[config.mk]
export PLATFORM = sky130hd
export DESIGN_NAME = regbank_sb
export DESIGN_NICKNAME = d
export VERILOG_FILES = /design/src/rtl/regbank_sb_pkg.sv /design/src/rtl/regbank_sb_score.sv /design/src/rtl/regbank_sb.sv
export SDC_FILE = /design/constraint.sdc
export NUM_CORES = 1
export LEC_CHECK = 0
export CORE_UTILIZATION = 30
export CTS_CLUSTER_SIZE = 28
export DETAILED_ROUTE_END_ITERATION = 7
export GPL_ROUTABILITY_DRIVEN = 0
export PLACE_DENSITY = 0.52
export SYNTH_ARGS = -nofsm -noshare
export SYNTH_HDL_FRONTEND = slang
export SYNTH_SLANG_ARGS = --single-unit
[constraint.sdc]
create_clock -name clk -period 4.35 [get_ports clk]
set_clock_uncertainty 0.2 [all_clocks]
set_input_delay 1.305 -clock clk [delete_from_list [all_inputs] [get_ports clk]]
set_output_delay 1.305 -clock clk [all_outputs]
set_load 0.02 [all_outputs]
[src/rtl/regbank_sb_pkg.sv]
// Shared defaults and helpers for the scoreboarded register bank.
// Optional same-cycle write-to-read bypass is enabled by defining REGBANK_BYPASS_EN.
package regbank_sb_pkg;

  localparam int DEF_WIDTH    = 16;
  localparam int DEF_NUM_REGS = 16;
  localparam int DEF_REG_SEL  = $clog2(DEF_NUM_REGS);

  // Low bit of lane idx in a packed bus whose lanes are width bits wide.
  function automatic int slice_lo(input int idx, input int width);
    return idx * width;
  endfunction

  // True when addr names a real, writable register (in range and not a hardwired zero).
  function automatic logic addr_live(input int addr, input int num_regs, input int zero_reg);
    return (addr < num_regs) && !((zero_reg != 0) && (addr == 0));
  endfunction

endpackage

[src/rtl/regbank_sb_score.sv]
// Per-register busy scoreboard: busy vector, WAW stall and a running busy count.
// With REGBANK_BYPASS_EN defined, a busy bit cleared this cycle does not stall an issue.
module regbank_sb_score
  import regbank_sb_pkg::*;
#(
  parameter int NUM_REGS = DEF_NUM_REGS,
  parameter int REG_SEL  = $clog2(NUM_REGS),
  parameter int NUM_WR   = 2,
  parameter int ZERO_REG = 1,
  parameter int CNT_W    = $clog2(NUM_REGS + 1)
) (
  input  logic                      clk,
  input  logic                      reset_n,
  input  logic [NUM_WR-1:0]         wr_en,
  input  logic [NUM_WR*REG_SEL-1:0] wr_addr,
  input  logic                      iss_en,
  input  logic [REG_SEL-1:0]        iss_addr,
  output logic [NUM_REGS-1:0]       busy,
  output logic                      iss_stall,
  output logic [CNT_W-1:0]          busy_cnt
);

  logic [NUM_REGS-1:0] clear_vec;
  logic [NUM_REGS-1:0] set_vec;
  logic [NUM_REGS-1:0] next_busy;
  logic [CNT_W-1:0]    dec;
  logic [CNT_W-1:0]    next_cnt;
  logic                iss_live;
  logic                inc;

  // An accepted issue outranks a writeback to the same register, so the count
  // only drops for registers that really go from busy to idle.
  always_comb begin
    clear_vec = '0;
    for (int p = 0; p < NUM_WR; p++) begin
      if (wr_en[p] &&
          addr_live(int'(wr_addr[slice_lo(p, REG_SEL) +: REG_SEL]), NUM_REGS, ZERO_REG))
        clear_vec[wr_addr[slice_lo(p, REG_SEL) +: REG_SEL]] = 1'b1;
    end

    iss_live = addr_live(int'(iss_addr), NUM_REGS, ZERO_REG);
`ifdef REGBANK_BYPASS_EN
    iss_stall = iss_en && iss_live && busy[iss_addr] && !clear_vec[iss_addr];
`else
    iss_stall = iss_en && iss_live && busy[iss_addr];
`endif

    set_vec = '0;
    if (iss_en && !iss_stall && iss_live)
      set_vec[iss_addr] = 1'b1;

    next_busy = set_vec | (busy & ~clear_vec);
    inc       = |(set_vec & ~busy);
    dec       = '0;
    for (int r = 0; r < NUM_REGS; r++)
      dec = dec + CNT_W'(busy[r] & clear_vec[r] & ~set_vec[r]);
    next_cnt = busy_cnt + CNT_W'(inc) - dec;
  end

  always_ff @(posedge clk or negedge reset_n) begin
    if (!reset_n) begin
      busy     <= '0;
      busy_cnt <= '0;
    end else begin
      busy     <= next_busy;
      busy_cnt <= next_cnt;
    end
  end

endmodule

[src/rtl/regbank_sb.sv]
// Multi-port register bank with fixed-priority writes and an integrated busy scoreboard.
// Define REGBANK_BYPASS_EN to forward same-cycle write data to the read ports.
module regbank_sb
  import regbank_sb_pkg::*;
#(
  parameter int WIDTH    = DEF_WIDTH,
  parameter int NUM_REGS = DEF_NUM_REGS,
  parameter int REG_SEL  = $clog2(NUM_REGS),
  parameter int NUM_RD   = 2,
  parameter int NUM_WR   = 2,
  parameter int ZERO_REG = 1
) (
  input  logic                             clk,
  input  logic                             reset_n,
  input  logic [NUM_RD*REG_SEL-1:0]        rd_addr,
  output logic [NUM_RD*WIDTH-1:0]          rd_data,
  output logic [NUM_RD-1:0]                rd_busy,
  input  logic [NUM_WR-1:0]                wr_en,
  input  logic [NUM_WR*REG_SEL-1:0]        wr_addr,
  input  logic [NUM_WR*WIDTH-1:0]          wr_data,
  input  logic                             iss_en,
  input  logic [REG_SEL-1:0]               iss_addr,
  output logic                             iss_stall,
  output logic [$clog2(NUM_REGS+1)-1:0]    busy_cnt
);

  logic [WIDTH-1:0]    regs [NUM_REGS];
  logic [NUM_REGS-1:0] busy;

  regbank_sb_score #(
    .NUM_REGS (NUM_REGS),
    .REG_SEL  (REG_SEL),
    .NUM_WR   (NUM_WR),
    .ZERO_REG (ZERO_REG),
    .CNT_W    ($clog2(NUM_REGS + 1))
  ) u_score (
    .clk       (clk),
    .reset_n   (reset_n),
    .wr_en     (wr_en),
    .wr_addr   (wr_addr),
    .iss_en    (iss_en),
    .iss_addr  (iss_addr),
    .busy      (busy),
    .iss_stall (iss_stall),
    .busy_cnt  (busy_cnt)
  );

  // Ports are visited in ascending order so the highest-index writer lands last.
  always_ff @(posedge clk or negedge reset_n) begin
    if (!reset_n) begin
      for (int r = 0; r < NUM_REGS; r++)
        regs[r] <= '0;
    end else begin
      for (int p = 0; p < NUM_WR; p++) begin
        if (wr_en[p] &&
            addr_live(int'(wr_addr[slice_lo(p, REG_SEL) +: REG_SEL]), NUM_REGS, ZERO_REG))
          regs[wr_addr[slice_lo(p, REG_SEL) +: REG_SEL]] <= wr_data[slice_lo(p, WIDTH) +: WIDTH];
      end
    end
  end

  for (genvar p = 0; p < NUM_RD; p++) begin : g_rd
    logic [REG_SEL-1:0] sel;
    logic [WIDTH-1:0]   port_data;
    logic               port_busy;

    assign sel = rd_addr[p*REG_SEL +: REG_SEL];

    // Dead addresses (zero register, out of range) read as idle zero before any forwarding.
    always_comb begin
      port_data = '0;
      port_busy = 1'b0;
      if (addr_live(int'(sel), NUM_REGS, ZERO_REG)) begin
        port_data = regs[sel];
        port_busy = busy[sel];
`ifdef REGBANK_BYPASS_EN
        for (int q = 0; q < NUM_WR; q++) begin
          if (wr_en[q] && (wr_addr[slice_lo(q, REG_SEL) +: REG_SEL] == sel)) begin
            port_data = wr_data[slice_lo(q, WIDTH) +: WIDTH];
            port_busy = 1'b0;
          end
        end
`endif
      end
    end

    assign rd_data[p*WIDTH +: WIDTH] = port_data;
    assign rd_busy[p]                = port_busy;
  end

endmodule
# After elaboration in Yosys (flattened, before gate mapping)
# Index checks and enable logic that the tools add are counted.
# totals
reg_bits	277
latch_bits	0
ramBits	0
mem_bits_ro	0
inputBits	57
out_inout_bits	40
word_cells	161
mem_count	0
# op_classes
add_sub_neg	17
multipliers	0
div_mod_pow	0
n_lt_le_gt_ge	14
eq_ne	0
shifts	0
n_mux	33
bitwise_logic	58
n_reduce_logical	21
# ops
cell	count
bitwise mux 256 bit	2
two-way mux 256 bit	2
two-way mux 16 bit	11
binary-select mux 16 bit (select 4 bit)	2
demux 16 bit (select 4 bit)	2
bitwise AND 5 bit	16
inverter 1 -> 5 bit	16
adder 5 bit	15
bitwise AND 16 bit	2
inverter 16 bit	2
OR 16 bit	2
< comparator 4 x 5 -> 1 bit, second input constant	5
>= comparator 5 bit, second input constant	4
zero test 4 bit	5
inverter 4 -> 5 bit	4
bitwise AND 1 bit	16
OR reduction 16 bit	1
binary-select mux 1 bit (select 4 bit)	3
demux 1 bit (select 4 bit)	3
>= comparator 4 x 1 -> 1 bit, second input constant	3
logical AND 1 bit	11
< comparator 5 x 1 -> 1 bit, second input constant	2
two-way mux 1 bit	8
adder 5 x 1 -> 5 bit	1
2 further kinds	5

# Longest topological paths before layout
# logic_depth
ltp_word	26
depth_mapped	22

# By module
# Synthesis repeated with hierarchy kept, for this count alone.
# hier_totals
cells_unflattened	1680
area_unflattened_um2	17381.7
# modules_own_cells
mod	n_inst	cells_per_inst	area_per_inst_um2	seq_area_each_um2
regbank_sb	1	1492	15473.6	6005.8
regbank_sb_score	1	188	1908.1	525.5

# Worst setup path after synthesis
# No wires, ideal clock.
# synth_path
path_type	input to register
startpoint	input wr_addr[3]
endpoint	register u_score.busy_cnt[4]
arrival_time_ns	5.694
required_time_ns	4.025
setup_slack_ns	-1.669
stages	20
n_path_buf	2
cell_sequence	nand3b_1 -> or3_1 -> buf_2 -> buf_2 -> inv_1 -> o21ai_0 -> fa_1 -> ha_1 -> fa_1 -> inv_1 -> fa_1 -> inv_1 -> fa_1 -> ha_1 -> ha_1 -> inv_1 -> fa_1 -> xor2_1 -> xnor2_1 -> xnor2_1
# synth_via
elab_chain_len	25
word_cells_on_any_way	59
cone_classes	16 x add/sub; 2 x order compare; 4 x mux; 33 x bitwise; 4 x reduce/logical
# synth_lines
item	line_no	text
start: declaration	regbank_sb.sv:19	input logic [NUM_WR*REG_SEL-1:0] wr_addr,
< comparator 4 x 5 -> 1 bit (not written as such) or >= comparator 4 x 1 -> 1 bit (tied branches)	regbank_sb_score.sv:38	clear_vec[wr_addr[slice_lo(p, REG_SEL) +: REG_SEL]] = 1'b1;
logical AND 1 bit (not written as such)	regbank_sb_score.sv:38	
two-way mux 1 bit (not written as such)	regbank_sb_score.sv:38	
demux 1 bit (select 4 bit)	n/a	
two-way mux 16 bit *	regbank_sb_score.sv:36	if (wr_en[p] &&
OR 16 bit (no source line)	n/a	
two-way mux 16 bit *	regbank_sb_score.sv:36	
bitwise AND 1 bit	regbank_sb_score.sv:56	dec = dec + CNT_W'(busy[r] & clear_vec[r] & ~set_vec[r]);
bitwise AND 5 bit	regbank_sb_score.sv:56	
adder 5 bit (14 in a row)	regbank_sb_score.sv:56	
adder 5 bit *	regbank_sb_score.sv:56	
subtractor 5 bit *	regbank_sb_score.sv:57	next_cnt = busy_cnt + CNT_W'(inc) - dec;
net u_score.next_cnt[4]	regbank_sb_score.sv:27	logic [CNT_W-1:0] next_cnt;
end signal: assignment	regbank_sb_score.sv:66	busy_cnt <= next_cnt;
end: declaration	regbank_sb_score.sv:20	output logic [CNT_W-1:0] busy_cnt
# The timed path passes the listed nets; every way through them passes the cells marked *.

# Worst setup path after layout
# Same ends and word-level chain as after synthesis.

==> impl_metrics.prom <==
# TYPE chip_impl_metric gauge
chip_impl_info{name="crit_path_start_kind",value="input port"} 1
chip_impl_info{name="crit_path_cell_trace",value="buf_8 -> nand3b_1 -> or3_4 -> inv_2 -> o21ai_4 -> fa_2 -> ha_4 -> fa_1 -> inv_2 -> fa_2 -> fa_2 -> inv_2 -> ha_4 -> ha_4 -> inv_2 -> fa_2 -> xor2_1 -> xnor2_1 -> xnor2_1"} 1
chip_impl_info{name="timing.critical_path.slowest_stage_cell",value="sky130_fd_sc_hd__fa_1"} 1
chip_impl_info{name="grt_setup_unrepaired",value="true"} 1
chip_impl_info{name="outcome",value="finished with violations"} 1
chip_impl_metric{name="placement.io_buffers",unit=""} 96
chip_impl_metric{name="final_layout_size_suffix_gt1_frac",unit=""} 0.304
chip_impl_metric{name="routed_wl",unit="µm"} 64400
chip_impl_metric{name="synthesis.yosys.warnings",unit=""} 0
chip_impl_metric{name="pre_cts_worst_setup_slack",unit="ns"} -1.99
chip_impl_metric{name="power_leakage",unit="nW"} 9.11
chip_impl_metric{name="cts_hold_buf",unit=""} 0
chip_impl_metric{name="timing.critical_path.fanout_max",unit=""} 4
chip_impl_metric{name="critical-path-max-stage-delay",unit="ns"} 0.57
chip_impl_info{name="ctsRootBufferMaster",value="sky130_fd_sc_hd__clkbuf_16"} 1
chip_impl_metric{name="htreeDepth",unit=""} 1
chip_impl_metric{name="finalWorstSetupSlack",unit="ns"} -0.847
chip_impl_metric{name="yosys_register_bits",unit=""} 261
chip_impl_metric{name="yosys.cell_types.count",unit=""} 51
chip_impl_metric{name="post_synth_inst_count",unit=""} 1642
chip_impl_metric{name="post_synth.cell_area_avg",unit="µm²"} 10.3
chip_impl_metric{name="route.antenna.remaining_nets",unit=""} 0
chip_impl_metric{name="setup_violations",unit=""} 4
chip_impl_metric{name="place.detailed.instances",unit=""} 2485
chip_impl_metric{name="fin_hold_viols",unit=""} 0
chip_impl_metric{name="vias_in_the_first_global_route",unit=""} 13900
chip_impl_metric{name="clock_sinks",unit=""} 261
chip_impl_info{name="most-common-layout-cells",value="sky130_fd_sc_hd__mux2i_1, sky130_fd_sc_hd__dfrtp_1, sky130_fd_sc_hd__a21oi_1"} 1
chip_impl_metric{name="global_route.usage.total",unit=""} 0.226
chip_impl_metric{name="period_minus_slack",unit="ns"} 5.20
chip_impl_info{name="worst_r2r_startpoint",value="u_score.busy[2]$_DFF_PN0_"} 1
chip_impl_metric{name="timing.critical_path.buf_inv",unit=""} 5
chip_impl_metric{name="clock_tree.buffer_depth",unit=""} 3
chip_impl_metric{name="worst_case_headroom_to_the_max_slew_limit",unit=""} 0.548
chip_impl_metric{name="route.detailed.vias_per_inst",unit=""} 5.36
chip_impl_info{name="timing.critical_path.max_delay_family",value="adder cells"} 1
chip_impl_metric{name="detail_route.first_pass.iterations",unit=""} 5
chip_impl_info{name="hold_class",value="flop to flop"} 1
chip_impl_info{name="worst-setup-path-type",value="input port to flop"} 1
chip_impl_metric{name="insertion_delay",unit="ns"} 0.58
chip_impl_metric{name="worstMarginPinSlew",unit="ns"} 0.675
chip_impl_info{name="worstHoldStart",value="u_score.busy[0]$_DFF_PN0_"} 1
chip_impl_metric{name="floorplan.rows",unit=""} 86
chip_impl_metric{name="grt_remaining_overflow",unit=""} 0
chip_impl_metric{name="floorplan.die_area",unit="µm²"} 57500
chip_impl_metric{name="detail_route.iter0.violations",unit=""} 955
chip_impl_metric{name="die_height",unit="µm"} 240
chip_impl_metric{name="drv_cap",unit=""} 0
chip_impl_metric{name="timing.hold.ws",unit="ns"} 0.211
chip_impl_metric{name="final_hpwl_from_detailed_placement",unit="µm"} 41400
chip_impl_metric{name="worstPathRequired",unit="ns"} 4.64
chip_impl_metric{name="final_cell_count_no_fill",unit=""} 2570
chip_impl_info{name="timing.critical_path.to_type",value="flop"} 1
chip_impl_metric{name="vdd_ir_drop_max",unit="mV"} 0.231
chip_impl_metric{name="number_of_enable_type_register_cells_in_the_synthesized_netlist",unit=""} 0
chip_impl_metric{name="synth_async_sr_flop_share",unit=""} 1.00
chip_impl_metric{name="ios",unit=""} 97
chip_impl_metric{name="power_density",unit="nW/µm²"} 462
chip_impl_info{name="crit_start",value="wr_addr[3]"} 1
chip_impl_info{name="failed_checks",value="negative setup slack"} 1
chip_impl_metric{name="final_net_count",unit=""} 1883
chip_impl_metric{name="ys_seq_area_frac",unit=""} 0.385
chip_impl_metric{name="initial_antenna_violation_count",unit=""} 6
chip_impl_metric{name="syn_area",unit="µm²"} 17000
chip_impl_metric{name="maxSlewViolCount",unit=""} 0
chip_impl_metric{name="fmaxAchievable",unit="GHz"} 0.192
chip_impl_metric{name="drc_errors",unit=""} 0
chip_impl_metric{name="r2r_slack",unit="ns"} -0.22
chip_impl_metric{name="critPathArrivalTime",unit="ns"} 5.49
chip_impl_info{name="yosys_most_used_dff",value="sky130_fd_sc_hd__dfrtp_1"} 1
chip_impl_info{name="clock_tree_from_tritoncts",value="built"} 1
chip_impl_metric{name="largest_net_degree_at_the_start_of_global_routing",unit=""} 75
chip_impl_metric{name="floorplan.core_area",unit="µm²"} 55500
chip_impl_metric{name="synth.net_count",unit=""} 1728
chip_impl_metric{name="path_clk_slew",unit="ns"} 0.06
chip_impl_metric{name="layout.core_utilization",unit=""} 0.393
chip_impl_metric{name="tritoncts_buffers",unit=""} 31
chip_impl_metric{name="vias",unit=""} 13800
chip_impl_metric{name="grt_first_pass_wirelength",unit="µm"} 95500
chip_impl_metric{name="flow.area_growth_from_synthesis",unit="%"} 28.7
chip_impl_metric{name="floorplan.die.width",unit="µm"} 240
chip_impl_metric{name="effective_utilization_at_floorplan",unit=""} 0.306
chip_impl_info{name="commonest_non_fill_non_tap_cell_in_the_layout",value="sky130_fd_sc_hd__mux2i_1"} 1
chip_impl_metric{name="post-route-period-util",unit=""} 1.19
chip_impl_metric{name="wire_per_inst",unit="µm"} 25.1
-- final timing paths --
kind,to,cells past startpoint
max in group asynchronous,regs[168]$_DFF_PN0_,2
max reg2reg,u_score.busy_cnt[4]$_DFF_PN0_,17
min reg2reg,u_score.busy[0]$_DFF_PN0_,0
max,u_score.busy_cnt[4]$_DFF_PN0_,19
min in group asynchronous,regs[160]$_DFF_PN0_,1
min,u_score.busy[0]$_DFF_PN0_,0
-- metrics by stage --
stage               power [W]  TNS, ns  area, µm²
floorplan             0.00558    -4.44      17100
global placement      0.00668   -26.02      19900
detailed placement    0.00679   -25.29      19900
CTS                    0.0101    -1.41      21700
global route           0.0106    -1.93      21800
finish                 0.0101    -1.62      21800
-- layer usage --
| layer | track usage | up-vias | part of all wire |
|---|---|---|---|
| li1 | - | 6292 | - |
| met1 | 0.295 | 6896 | 0.42 |
| met2 | 0.371 | 468 | 0.48 |
| met3 | 0.0430 | 120 | 0.066 |
| met4 | 0.0795 | 10 | 0.034 |
| met5 | 0 | - | 0.00093 |
-- power breakdown --
group	switching, W	leakage (nW)	internal [W]	total, W
Combinational	0.00161	5.45	0.00179	0.00340
Clock	0.00112	0.592	0.00197	0.00309
Sequential	0.000506	3.07	0.00308	0.00359
Total	0.00324	9.11	0.00684	0.0101
-- state kept, by name, summed over array words and instances (netlist names) --
signal and cells:
regs 240, u_score.busy 16, u_score.busy_cnt 5
-- layout make-up --
class,instances,area (µm²)
Timing Repair Buffer,290,2920
Fill cell,5397,33700
Tap cell,748,936
Sequential cell,261,6530
Clock inverter,14,299
Multi-Input combinational cell,1171,10100
Clock buffer,43,901
Antenna cell,1,2.50
Inverter,42,158
-- what timing repair did --
action,4_1_cts,5_1_grt
gates cloned,2,1
gates resized for setup,296,52
pin swaps,37,13
endpoints found under the setup margin,39,30
buffers inserted,21,10
-- synth_stat cells (16+ instances only) --
cell type	instances	area, µm²
sky130_fd_sc_hd__mux2i_1	293	2930
sky130_fd_sc_hd__dfrtp_1	261	6530
sky130_fd_sc_hd__a21oi_1	208	1040
sky130_fd_sc_hd__nor2_1	194	728
sky130_fd_sc_hd__clkbuf_1	113	424
sky130_fd_sc_hd__mux4_2	89	2000
sky130_fd_sc_hd__nand2_1	78	293
sky130_fd_sc_hd__o21ai_0	69	345
sky130_fd_sc_hd__inv_1	42	158
sky130_fd_sc_hd__mux2_2	38	428
sky130_fd_sc_hd__buf_2	37	185
sky130_fd_sc_hd__a221oi_1	17	149
sky130_fd_sc_hd__a221o_1	16	160
sky130_fd_sc_hd__o22ai_1	16	100
-- logic make-up after synthesis --
| group | Yosys count | synth area share |
|---|---|---|
| multiplexers | 421 | 0.317 |
| AO/OA/AOI/OAI | 371 | 0.128 |
| AND/OR/NAND/NOR | 343 | 0.0873 |
| buffers and inverters | 210 | 0.0519 |
| flip-flops | 261 | 0.385 |
| XOR/XNOR | 6 | 0.00310 |
| adder cells (fa/ha/maj) | 29 | 0.0276 |
| other | 1 | 0.000221 |
Power figures use the tool's default switching activity.
